`src/rtl/gemm_pkg.sv`:
```
// gemm_pkg: shared types and default widths for the GEMM job scheduler.
package gemm_pkg;

   localparam int GEMM_DIM_W = 8;
   localparam int GEMM_K_W   = 16;
   localparam int GEMM_ACC_W = 32;

   typedef enum logic [2:0] {
      IDLE  = 3'd0,
      ISSUE = 3'd1,
      WAIT  = 3'd2,
      EMIT  = 3'd3,
      FIN   = 3'd4
   } gemm_sched_state_e;

   typedef struct packed {
      logic [GEMM_DIM_W-1:0] row;
      logic [GEMM_DIM_W-1:0] col;
      logic                  last;
   } out_tag_t;

endpackage

```
`src/rtl/gemm_sched_if.sv`:
```
// gemm_sched_if: job, vec_mac and result-stream signals of the scheduler.
// With GEMM_SCHED_PERF_EN defined the performance counters are carried too.
interface gemm_sched_if
   import gemm_pkg::*;
#(
   parameter int DIM_W = GEMM_DIM_W,
   parameter int K_W   = GEMM_K_W,
   parameter int ACC_W = GEMM_ACC_W
) ();
   logic             job_valid;
   logic             job_ready;
   logic [DIM_W-1:0] job_m;
   logic [DIM_W-1:0] job_p;
   logic [K_W-1:0]   job_k;
   logic             mac_start;
   logic [K_W-1:0]   mac_row_size;
   logic [DIM_W-1:0] a_row_idx;
   logic [DIM_W-1:0] b_col_idx;
   logic             mac_done;
   logic [ACC_W-1:0] mac_result;
   logic             out_valid;
   logic             out_ready;
   logic [ACC_W-1:0] out_data;
   logic [DIM_W-1:0] out_row;
   logic [DIM_W-1:0] out_col;
   logic             out_last;
   logic             busy;
   logic             job_done;
`ifdef GEMM_SCHED_PERF_EN
   logic [31:0]      perf_cycles;
   logic [31:0]      perf_stalls;
`endif

   modport master (
      input  job_valid, job_m, job_p, job_k, mac_done, mac_result, out_ready,
      output job_ready, mac_start, mac_row_size, a_row_idx, b_col_idx,
             out_valid, out_data, out_row, out_col, out_last, busy, job_done
`ifdef GEMM_SCHED_PERF_EN
      , output perf_cycles, perf_stalls
`endif
   );

   modport slave (
      output job_valid, job_m, job_p, job_k, mac_done, mac_result, out_ready,
      input  job_ready, mac_start, mac_row_size, a_row_idx, b_col_idx,
             out_valid, out_data, out_row, out_col, out_last, busy, job_done
`ifdef GEMM_SCHED_PERF_EN
      , input perf_cycles, perf_stalls
`endif
   );

endinterface

```
`src/rtl/gemm_idx_cnt.sv`:
```
// gemm_idx_cnt: row-major (i, j) walker over an m x p output grid.
module gemm_idx_cnt #(
   parameter int DIM_W = 8
) (
   input  logic             clk,
   input  logic             rst,
   input  logic             clr,
   input  logic             adv,
   input  logic [DIM_W-1:0] m,
   input  logic [DIM_W-1:0] p,
   output logic [DIM_W-1:0] i,
   output logic [DIM_W-1:0] j,
   output logic             last
);
   logic [DIM_W-1:0] i_q, i_d, j_q, j_d;

   // Clear to (0,0) or step j, wrapping into the next row at the last column.
   always_comb begin
      i_d = i_q;
      j_d = j_q;
      if (clr) begin
         i_d = '0;
         j_d = '0;
      end else if (adv) begin
         if (j_q == p - DIM_W'(1)) begin
            j_d = '0;
            i_d = i_q + DIM_W'(1);
         end else begin
            j_d = j_q + DIM_W'(1);
         end
      end
   end

   // Index registers.
   always_ff @(posedge clk or negedge rst) begin
      if (!rst) begin
         i_q <= '0;
         j_q <= '0;
      end else begin
         i_q <= i_d;
         j_q <= j_d;
      end
   end

   assign i    = i_q;
   assign j    = j_q;
   assign last = (i_q == m - DIM_W'(1)) && (j_q == p - DIM_W'(1));

endmodule

```
`src/rtl/gemm_sched.sv`:
```
// gemm_sched: walks a C[M][P] job element by element through one vec_mac,
// one MAC outstanding at a time, and streams tagged results out.
// Optional feature macro: GEMM_SCHED_PERF_EN (busy-cycle and stall counters).
module gemm_sched
   import gemm_pkg::*;
#(
   parameter int DIM_W = GEMM_DIM_W,
   parameter int K_W   = GEMM_K_W,
   parameter int ACC_W = GEMM_ACC_W
) (
   input logic          clk,
   input logic          rst,
   gemm_sched_if.master bus
);
   gemm_sched_state_e state_q, state_d;
   logic [DIM_W-1:0]  m_q, m_d, p_q, p_d;
   logic [K_W-1:0]    k_q, k_d;
   logic [ACC_W-1:0]  out_data_q, out_data_d;
   logic [DIM_W-1:0]  out_row_q, out_row_d, out_col_q, out_col_d;
   logic              out_last_q, out_last_d;
   logic              idx_clr, idx_adv, idx_last;
   logic [DIM_W-1:0]  idx_i, idx_j;

   gemm_idx_cnt #(.DIM_W(DIM_W)) u_idx (
      .clk  (clk),
      .rst  (rst),
      .clr  (idx_clr),
      .adv  (idx_adv),
      .m    (m_q),
      .p    (p_q),
      .i    (idx_i),
      .j    (idx_j),
      .last (idx_last)
   );

   // Scheduler FSM: next state, job latches, result capture and index control.
   always_comb begin
      state_d    = state_q;
      m_d        = m_q;
      p_d        = p_q;
      k_d        = k_q;
      out_data_d = out_data_q;
      out_row_d  = out_row_q;
      out_col_d  = out_col_q;
      out_last_d = out_last_q;
      idx_clr    = 1'b0;
      idx_adv    = 1'b0;
      case (state_q)
         IDLE: begin
            if (bus.job_valid) begin
               m_d     = bus.job_m;
               p_d     = bus.job_p;
               k_d     = bus.job_k;
               idx_clr = 1'b1;
               // An empty job still completes with a job_done pulse.
               if ((bus.job_m == '0) || (bus.job_p == '0) || (bus.job_k == '0)) begin
                  state_d = FIN;
               end else begin
                  state_d = ISSUE;
               end
            end
         end
         ISSUE: state_d = WAIT;
         WAIT: begin
            if (bus.mac_done) begin
               out_data_d = bus.mac_result;
               out_row_d  = idx_i;
               out_col_d  = idx_j;
               out_last_d = idx_last;
               state_d    = EMIT;
            end
         end
         EMIT: begin
            if (bus.out_ready) begin
               if (out_last_q) begin
                  state_d = FIN;
               end else begin
                  idx_adv = 1'b1;
                  state_d = ISSUE;
               end
            end
         end
         FIN:     state_d = IDLE;
         default: state_d = IDLE;
      endcase
   end

   // State, job and output registers; reset aborts any job in flight.
   always_ff @(posedge clk or negedge rst) begin
      if (!rst) begin
         state_q    <= IDLE;
         m_q        <= '0;
         p_q        <= '0;
         k_q        <= '0;
         out_data_q <= '0;
         out_row_q  <= '0;
         out_col_q  <= '0;
         out_last_q <= 1'b0;
      end else begin
         state_q    <= state_d;
         m_q        <= m_d;
         p_q        <= p_d;
         k_q        <= k_d;
         out_data_q <= out_data_d;
         out_row_q  <= out_row_d;
         out_col_q  <= out_col_d;
         out_last_q <= out_last_d;
      end
   end

   // Indices only move on a result handshake, so they stay put from mac_start
   // until the corresponding output has been accepted.
   assign bus.job_ready    = (state_q == IDLE);
   assign bus.busy         = (state_q != IDLE);
   assign bus.mac_start    = (state_q == ISSUE);
   assign bus.job_done     = (state_q == FIN);
   assign bus.out_valid    = (state_q == EMIT);
   assign bus.mac_row_size = k_q;
   assign bus.a_row_idx    = idx_i;
   assign bus.b_col_idx    = idx_j;
   assign bus.out_data     = out_data_q;
   assign bus.out_row      = out_row_q;
   assign bus.out_col      = out_col_q;
   assign bus.out_last     = out_last_q;

`ifdef GEMM_SCHED_PERF_EN
   logic [31:0] perf_cycles_q, perf_cycles_d, perf_stalls_q, perf_stalls_d;

   // Saturating busy/stall counters, cleared when a job is accepted.
   always_comb begin
      perf_cycles_d = perf_cycles_q;
      perf_stalls_d = perf_stalls_q;
      if ((state_q == IDLE) && bus.job_valid) begin
         perf_cycles_d = '0;
         perf_stalls_d = '0;
      end else begin
         if ((state_q != IDLE) && (perf_cycles_q != '1)) begin
            perf_cycles_d = perf_cycles_q + 32'd1;
         end
         if ((state_q == EMIT) && !bus.out_ready && (perf_stalls_q != '1)) begin
            perf_stalls_d = perf_stalls_q + 32'd1;
         end
      end
   end

   // Counter registers.
   always_ff @(posedge clk or negedge rst) begin
      if (!rst) begin
         perf_cycles_q <= '0;
         perf_stalls_q <= '0;
      end else begin
         perf_cycles_q <= perf_cycles_d;
         perf_stalls_q <= perf_stalls_d;
      end
   end

   assign bus.perf_cycles = perf_cycles_q;
   assign bus.perf_stalls = perf_stalls_q;
`endif

endmodule

```
`src/flat_wrapper.sv`:
```
// flat-port wrapper written by rule: the top's interface ports become plain ports
module gemm_sched_flat import gemm_pkg::*;
#(
   parameter int DIM_W = GEMM_DIM_W,
   parameter int K_W   = GEMM_K_W,
   parameter int ACC_W = GEMM_ACC_W
)
  (clk, rst, bus_job_valid, bus_job_m, bus_job_p, bus_job_k, bus_mac_done, bus_mac_result, bus_out_ready, bus_job_ready, bus_mac_start, bus_mac_row_size, bus_a_row_idx, bus_b_col_idx, bus_out_valid, bus_out_data, bus_out_row, bus_out_col, bus_out_last, bus_busy, bus_job_done);
  gemm_sched_if #(.DIM_W(DIM_W), .K_W(K_W), .ACC_W(ACC_W)) bus_i ();
  input logic clk;
  input logic rst;
  input wire logic [$bits(bus_i.job_valid)-1:0] bus_job_valid;
  input wire logic [$bits(bus_i.job_m)-1:0] bus_job_m;
  input wire logic [$bits(bus_i.job_p)-1:0] bus_job_p;
  input wire logic [$bits(bus_i.job_k)-1:0] bus_job_k;
  input wire logic [$bits(bus_i.mac_done)-1:0] bus_mac_done;
  input wire logic [$bits(bus_i.mac_result)-1:0] bus_mac_result;
  input wire logic [$bits(bus_i.out_ready)-1:0] bus_out_ready;
  output wire logic [$bits(bus_i.job_ready)-1:0] bus_job_ready;
  output wire logic [$bits(bus_i.mac_start)-1:0] bus_mac_start;
  output wire logic [$bits(bus_i.mac_row_size)-1:0] bus_mac_row_size;
  output wire logic [$bits(bus_i.a_row_idx)-1:0] bus_a_row_idx;
  output wire logic [$bits(bus_i.b_col_idx)-1:0] bus_b_col_idx;
  output wire logic [$bits(bus_i.out_valid)-1:0] bus_out_valid;
  output wire logic [$bits(bus_i.out_data)-1:0] bus_out_data;
  output wire logic [$bits(bus_i.out_row)-1:0] bus_out_row;
  output wire logic [$bits(bus_i.out_col)-1:0] bus_out_col;
  output wire logic [$bits(bus_i.out_last)-1:0] bus_out_last;
  output wire logic [$bits(bus_i.busy)-1:0] bus_busy;
  output wire logic [$bits(bus_i.job_done)-1:0] bus_job_done;
  assign bus_i.job_valid = bus_job_valid;
  assign bus_i.job_m = bus_job_m;
  assign bus_i.job_p = bus_job_p;
  assign bus_i.job_k = bus_job_k;
  assign bus_i.mac_done = bus_mac_done;
  assign bus_i.mac_result = bus_mac_result;
  assign bus_i.out_ready = bus_out_ready;
  assign bus_job_ready = bus_i.job_ready;
  assign bus_mac_start = bus_i.mac_start;
  assign bus_mac_row_size = bus_i.mac_row_size;
  assign bus_a_row_idx = bus_i.a_row_idx;
  assign bus_b_col_idx = bus_i.b_col_idx;
  assign bus_out_valid = bus_i.out_valid;
  assign bus_out_data = bus_i.out_data;
  assign bus_out_row = bus_i.out_row;
  assign bus_out_col = bus_i.out_col;
  assign bus_out_last = bus_i.out_last;
  assign bus_busy = bus_i.busy;
  assign bus_job_done = bus_i.job_done;
  gemm_sched #(.DIM_W(DIM_W), .K_W(K_W), .ACC_W(ACC_W)) u_core (.clk(clk), .rst(rst), .bus(bus_i));
endmodule
```
`config.mk`:
```
export PLATFORM = sky130hd
export DESIGN_NAME = gemm_sched_flat
export DESIGN_NICKNAME = d
export VERILOG_FILES = /design/src/rtl/gemm_pkg.sv /design/src/rtl/gemm_sched_if.sv /design/src/rtl/gemm_idx_cnt.sv /design/src/rtl/gemm_sched.sv /design/src/flat_wrapper.sv
export SDC_FILE = /design/constraint.sdc
export NUM_CORES = 1
export LEC_CHECK = 0
export ABC_AREA = 1
export BUFFER_PORTS_ARGS = -buffer_cell sky130_fd_sc_hd__buf_2
export CAP_MARGIN = 20
export CORE_AREA = 2 2 97 99
export CTS_CLUSTER_DIAMETER = 40
export DETAILED_ROUTE_END_ITERATION = 8
export DIE_AREA = 0 0 99 101
export PLACE_DENSITY = 0.88
export SYNTH_ARGS = -nofsm -noshare
export SYNTH_HDL_FRONTEND = slang
export SYNTH_SLANG_ARGS = --single-unit
```
`constraint.sdc`:
```
create_clock -name clk -period 3.6 [get_ports clk]
set_input_delay 0.18 -clock clk [delete_from_list [all_inputs] [get_ports clk]]
set_output_delay 0.18 -clock clk [all_outputs]
set_load 0.01 [all_outputs]
```
==> results.py, run 1 <==
metrics = {
    "floorplanning": {
        "io_pins": 155,
        "die_width_um": 99,
        "die-area_um2": 9999,
        "initial_utilization": 0.5363,
        "rows": 35,
        "core_um2": 8977,
        "die_height_um": 101,
    },
    "global_routing": {
        "grt_overflow_total": 0,
        "antenna_found_initial": 0,
        "grt_max_degree": 68,
        "grt_pass1_vias": 4030,
        "grt_use_total": 0.2308,
        "grt_pass1_wl_mm": 18.58,
    },
    "power": {
        "powerDensity_nw_per_um2": 817.6,
        "power_leakage_nw": 3.199,
        "peakVddDrop_mv": 0.4744,
    },
    "setup_path": {
        "slowest_delay_ns": 0.65,
        "critPathSlowestCell": "nand2_2",
        "start_kind": "flop",
        "endpoint_kind": "flop",
        "crit_chain": "nor3_4 > nand2_2 > nand2_2 > inv_1 > nor2_1 > nand3_1 > o21ai_0",
        "setup.worst_path.class": "flop to flop",
        "required_ns": 3.88,
        "worst-path-buf-inv": 1,
        "path_max_fanout": 53,
        "worst_r2r_path_depth": 7,
        "worstSetupPathDepth": 7,
        "crit_top_cell": "nand2_2",
        "cp.arrival_ns": 2.89,
        "cp_top_family": "simple AND/OR/NAND/NOR gates",
    },
    "final_layout": {
        "n_antenna_cell": 0,
        "final_common_cell": "buf_2",
        "fin_area_um2": 5844,
        "layout_common_cells": "153 x buf_2, 142 x nand2_1, 100 x dfrtp_1",
        "drive_gt1_frac": 0.3407,
        "fin_cells": 786,
        "nNetsFinal": 743,
        "syn_to_final_growth_pct": 21.39,
    },
    "placement": {
        "gp_congestion": 0.8680,
        "post-place-ws_ns": 1.079,
        "placed_cell_area_um2": 5630,
        "hpwl_mm": 8.368,
        "io_buffers": 154,
        "dp_cells": 769,
    },
    "sta": {
        "maxSlewViolCount": 0,
        "worstMarginPinSlew_ns": 0.9814,
        "rsz0062_at_grt": "no",
        "relSlewSlack": 0.3434,
        "fmax_mhz": 382.5,
        "worst_slack_ns": 0.9853,
        "fin_crit_ns": 2.615,
        "final.setup_skew_ns": 0.01731,
        "setup_tns_ns": 0,
        "setup_viol": 0,
        "min_period_over_period": 0.7263,
        "hold_viol": 0,
    },
    "yosys": {
        "synth_compound_area_frac": 0.04756,
        "netlist_area_um2": 4815,
        "synth_top_family_by_area": "simple AND/OR/NAND/NOR gates",
        "syn_nets": 594,
        "synthMuxAreaShare": 0.09200,
        "synth_cell_type_count": 33,
        "ys_ff_latch": 100,
        "synth_xor_area_frac": 0.04548,
        "synth.avg_cell_area_um2": 9.241,
        "synth-simple-area-share": 0.2175,
        "yosysWarnings": 0,
        "synth-adder-area-share": 0.01040,
        "synthCells": 521,
        "yosysSeqAreaShare": 0.5198,
    },
    "route": {
        "first_pass_iters": 5,
        "detail-route-antenna-nets": 0,
        "drt-total-wl_mm": 11.58,
        "vias": 4103,
        "drt_iter0_drc": 266,
        "drc_errors": 0,
        "wl_per_cell_um": 14.73,
        "vias_per_cell": 5.220,
    },
    "clocking": {
        "cts_resized": 0,
        "htree_levels": 3,
        "cts_root_buf": "clkbuf_8",
        "clock-sinks": 100,
        "cts_tree": "done",
        "cts_buffers": 9,
        "clockBufferDepth": 2,
        "clk_latency_ns": 0.37,
        "path_clk_slew_ns": 0.11,
    },
    "status": {
        "status": "complete, no violations",
    },
    "run": {
        "max_cap_violations": 0,
    },
    "worst_hold_path": {
        "hold_depth": 3,
        "min_path_type": "input port to flop",
    },
}
timing repair:
action	in CTS	in global routing
buffers inserted	0	0
endpoints found under the hold margin	66	0
hold buffers	1	0
cell families after synthesis:
group,count (synthesis)
muxes,39
adders and majority gates,4
buffers and inverters,75
xor gates and xnor gates,25
and+or+nand+nor,234
DFF,100
AOI/OAI and AO/OA,44
stage by stage:
step | util | total power, W | hold WS (ns)
3_5_place_dp | 0.6272 | 0.004025 | 0.3344
2_1_floorplan | - | 0.003308 | -0.1156
6_report | 0.6510 | 0.004778 | 0.008555
3_3_place_gp | 0.6272 | 0.003887 | 0.3190
5_1_grt | 0.6510 | 0.005120 | 0.004147
4_1_cts | 0.6510 | 0.004792 | 0.002419
worst register-to-register path: cells and delay by family, from the launching register on:
kind	cells	cell delay, ns
simple gates	5	1.74
compound gates	1	0.12
flops	1	0.50
buf+inv	1	0.16
routing by layer:
layer,global-route usage,part of all wire,vias to the layer above
li1,-,-,1969
met1,0.2759,0.40,1957
met2,0.4210,0.52,160
met3,0.04369,0.067,17
met4,0.07271,0.013,0
met5,0,0,-
flip-flops by register name, summed over array words and instances, names as in the netlist:
signal,flops
u_core.p_q,8
u_core.u_idx.i,8
u_core.m_q,8
u_core.bus.out_last,1
u_core.u_idx.j,8
u_core.bus.out_row,8
u_core.bus.out_data,32
u_core.state_q,3
u_core.bus.out_col,8
u_core.bus.mac_row_size,16
where the power goes:
part | switching [W] | internal (W) | total [W]
clock network | 0.000431 | 0.000333 | 0.000765
registers | 0.000363 | 0.00157 | 0.00194
logic | 0.00120 | 0.000882 | 0.00208
synth_stat cells, drive strengths merged:
master / instances / area share
a21oi: 5 / 0.0060
a31oi: 1 / 0.0013
buf: 12 / 0.018
clkbuf: 7 / 0.0060
dfrtp: 100 / 0.52
ha: 4 / 0.010
inv: 56 / 0.044
mux2: 39 / 0.092
nand2: 149 / 0.12
nand3: 33 / 0.035
nand3b: 1 / 0.0016
nand4: 12 / 0.016
nor2: 25 / 0.022
nor3: 9 / 0.015
nor3b: 1 / 0.0016
nor4: 3 / 0.0039
o21ai: 35 / 0.036
o22ai: 3 / 0.0039
or2: 1 / 0.0013
xnor2: 9 / 0.016
xor2: 16 / 0.029
worst paths after layout:
path / from / end / slack (ns)
worst max-delay path: u_core.state_q[2] / u_core.u_idx.j[7] / 0.99
worst min-delay path: bus_job_k[8] / u_core.bus.mac_row_size[8] / 0.009
worst max register to register: u_core.state_q[2] / u_core.u_idx.j[7] / 0.99
worst min register to register: u_core.bus.out_row[4] / u_core.bus.out_row[4] / 0.49
max in group asynchronous: rst / u_core.bus.out_data[0] / 2.17
min in group asynchronous: rst / u_core.bus.out_col[6] / 0.44
area by class of cell:
type,count,area (um^2)
Clock inverter,7,80.08
Inverter,56,210.2
Multi-Input combinational cell,346,1991
Fill cell,755,3133
Tap cell,111,138.9
Sequential cell,100,2502
Timing Repair Buffer,157,798.3
Clock buffer,9,123.9
Note: power is estimated with default switching activity, not from simulation.
==> run 2, diff against run 1 <==
--- a/config.mk
+++ b/config.mk
@@ -8,11 +8,11 @@
 export ABC_AREA = 1
 export BUFFER_PORTS_ARGS = -buffer_cell sky130_fd_sc_hd__buf_2
 export CAP_MARGIN = 20
-export CORE_AREA = 2 2 97 99
+export CORE_AREA = 2 2 106 108
 export CTS_CLUSTER_DIAMETER = 40
 export DETAILED_ROUTE_END_ITERATION = 8
-export DIE_AREA = 0 0 99 101
-export PLACE_DENSITY = 0.88
+export DIE_AREA = 0 0 108 110
+export PLACE_DENSITY = 0.79
 export SYNTH_ARGS = -nofsm -noshare
 export SYNTH_HDL_FRONTEND = slang
 export SYNTH_SLANG_ARGS = --single-unit
==> constraint.sdc (replaced) <==
create_clock -name clk -period 2.3 [get_ports clk]
set_input_delay 0.115 -clock clk [delete_from_list [all_inputs] [get_ports clk]]
set_output_delay 0.115 -clock clk [all_outputs]
set_load 0.01 [all_outputs]
==> results.py, run 2 (synthesized netlist as in run 1, its figures left out) <==
metrics = {
    "status": {
        "status": "complete, no violations",
    },
    "clocking": {
        "path_clk_slew_ns": 0.10,
        "clockBufferDepth": 2,
        "cts_root_buf": "clkbuf_8",
        "htree_levels": 3,
        "cts_tree": "done",
        "clock-sinks": 100,
        "cts_buffers": 9,
        "clk_latency_ns": 0.37,
    },
    "run": {
        "max_cap_violations": 0,
    },
    "global_routing": {
        "grt_pass1_vias": 4519,
        "grt_use_total": 0.2224,
        "grt_overflow_total": 0,
        "antenna_found_initial": 0,
        "grt_max_degree": 55,
        "grt_pass1_wl_mm": 20.61,
    },
    "route": {
        "vias": 4347,
        "drt_iter0_drc": 256,
        "drt-total-wl_mm": 12.72,
        "detail-route-antenna-nets": 0,
        "vias_per_cell": 4.979,
        "first_pass_iters": 5,
        "drc_errors": 0,
        "wl_per_cell_um": 14.57,
    },
    "setup_path": {
        "cp.arrival_ns": 2.27,
        "worst-path-buf-inv": 1,
        "reg2reg_slack_ns": 0.30,
        "critPathSlowestCell": "dfrtp_1",
        "path_max_fanout": 14,
        "endpoint_kind": "flop",
        "r2r_end": "u_core.u_idx.i[0]",
        "slowest_delay_ns": 0.41,
        "worst_r2r_path_depth": 13,
        "required_ns": 2.57,
        "cp_top_family": "simple AND/OR/NAND/NOR gates",
        "crit_top_cell": "nand2_1",
        "r2r_start": "u_core.p_q[0]",
        "start_kind": "flop",
        "setup.worst_path.class": "flop to flop",
        "crit_chain": "inv_1 > ha_1 > nand2_2 > nor2_2 > nand3_1 > nand2_1 > nand2_1 > nor2_2 > nand2_2 > nand2_4 > nand2_4 > nand2_1 > nand2_1",
    },
    "sta": {
        "setup_viol": 0,
        "hold_viol": 0,
        "fmax_mhz": 499.3,
        "maxSlewViolCount": 0,
        "worstMarginPinSlew_ns": 0.5858,
        "setup_tns_ns": 0,
        "min_period_over_period": 0.8708,
        "final.setup_skew_ns": 0.006954,
        "relSlewSlack": 0.6095,
        "rsz0062_at_grt": "no",
        "fin_crit_ns": 2.003,
    },
    "final_layout": {
        "largest_register_ffs": 32,
        "n_antenna_cell": 0,
        "final_common_cell": "buf_2",
        "multiInputGateArea_um2": 1991,
        "fin_cells": 873,
        "nNetsFinal": 801,
        "seq_area_um2": 2502,
        "layout_common_cells": "153 x buf_2, 142 x nand2_1, 100 x dfrtp_1",
        "drive_gt1_frac": 0.3165,
        "syn_to_final_growth_pct": 34.20,
        "filler_cell_count": 891,
    },
    "floorplanning": {
        "rows": 38,
        "die_height_um": 110,
        "io_pins": 155,
        "die-area_um2": 11880,
        "die_width_um": 108,
        "initial_utilization": 0.4501,
        "core_um2": 10700,
    },
    "power": {
        "powerDensity_nw_per_um2": 1169,
        "seqPwrFrac": 0.403,
        "netSwitchingFraction": 0.4133,
        "power_leakage_nw": 3.437,
        "p_comb_frac": 0.444,
        "p_int_w": 0.004431,
        "peakVddDrop_mv": 0.5620,
        "p_clk_frac": 0.153,
        "p_sw_w": 0.003122,
    },
    "placement": {
        "hpwl_mm": 8.471,
        "gp_congestion": 0.8627,
        "io_buffers": 154,
        "dp_cells": 801,
    },
    "worst_hold_path": {
        "min_path_type": "input port to flop",
        "hold_depth": 3,
        "min_to": "u_core.m_q[3]",
        "worstHoldStart": "bus_job_m[3]",
    },
}
## run 2: how the worst max path moves through the flow
stage	from	to	slack, ns	depth (start not counted)
floorplan	u_core.p_q[0]	u_core.u_idx.i[5]	0.60	10
global placement	u_core.p_q[0]	u_core.u_idx.i[2]	0.48	13
detailed placement	u_core.p_q[0]	u_core.u_idx.i[6]	0.35	13
CTS	u_core.p_q[0]	u_core.u_idx.i[6]	0.33	13
global route	u_core.p_q[0]	u_core.u_idx.i[3]	0.13	13
finish	u_core.p_q[0]	u_core.u_idx.i[0]	0.30	13
## run 2: per-layer routing
metal  track usage  vias up  wire length [um]
met4        0.1035        0               325
met1        0.2578     2069              5192
li1              -     2089                 -
met2        0.4061      158              6503
met3       0.03351       31               702
met5             0        -                 0
## run 2: through the flow
stage / setup slack (ns) / hold slack, ns / area, um^2 / power (W) / utilization
2_1_floorplan: 0.6006 / -0.1806 / 4815 / 0.005177 / -
5_1_grt: 0.1303 / 0.03822 / 6461 / 0.008147 / 0.6040
3_5_place_dp: 0.3487 / 0.1644 / 5702 / 0.006312 / 0.5330
3_3_place_gp: 0.4804 / 0.1596 / 5702 / 0.006130 / 0.5330
6_report: 0.2973 / 0.01334 / 6461 / 0.007552 / 0.6040
4_1_cts: 0.3306 / 0.002522 / 6461 / 0.007545 / 0.6040
## run 2: worst min-delay path: stages
cell and delay (ns):
buf_2 0.09, inv_1 0.05, o21ai_0 0.08
## run 2: cell type report
| class | instances | area share |
|---|---|---|
| Clock inverter | 6 | 0.01104 |
| Inverter | 56 | 0.03253 |
| Multi-Input combinational cell | 346 | 0.3081 |
| Sequential cell | 100 | 0.3873 |
| Timing Repair Buffer | 215 | 0.2142 |
| Tap cell | 140 | 0.02711 |
| Clock buffer | 10 | 0.01975 |
## run 2: power by group through the flow
stage,Combinational [W],Clock [W],Sequential [W]
final,0.00335,0.00115,0.00305
after global routing,0.00376,0.00126,0.00313
after CTS,0.00333,0.00119,0.00303
after detailed placement,0.00326,0,0.00305
after global placement,0.00313,0,0.00300
after floorplan,0.00197,0,0.00321
## run 2: timing repair
item,CTS,global route
resized for setup,0,0
hold endpoints to repair,101,0
hold buffers,56,0
buffers inserted,0,0
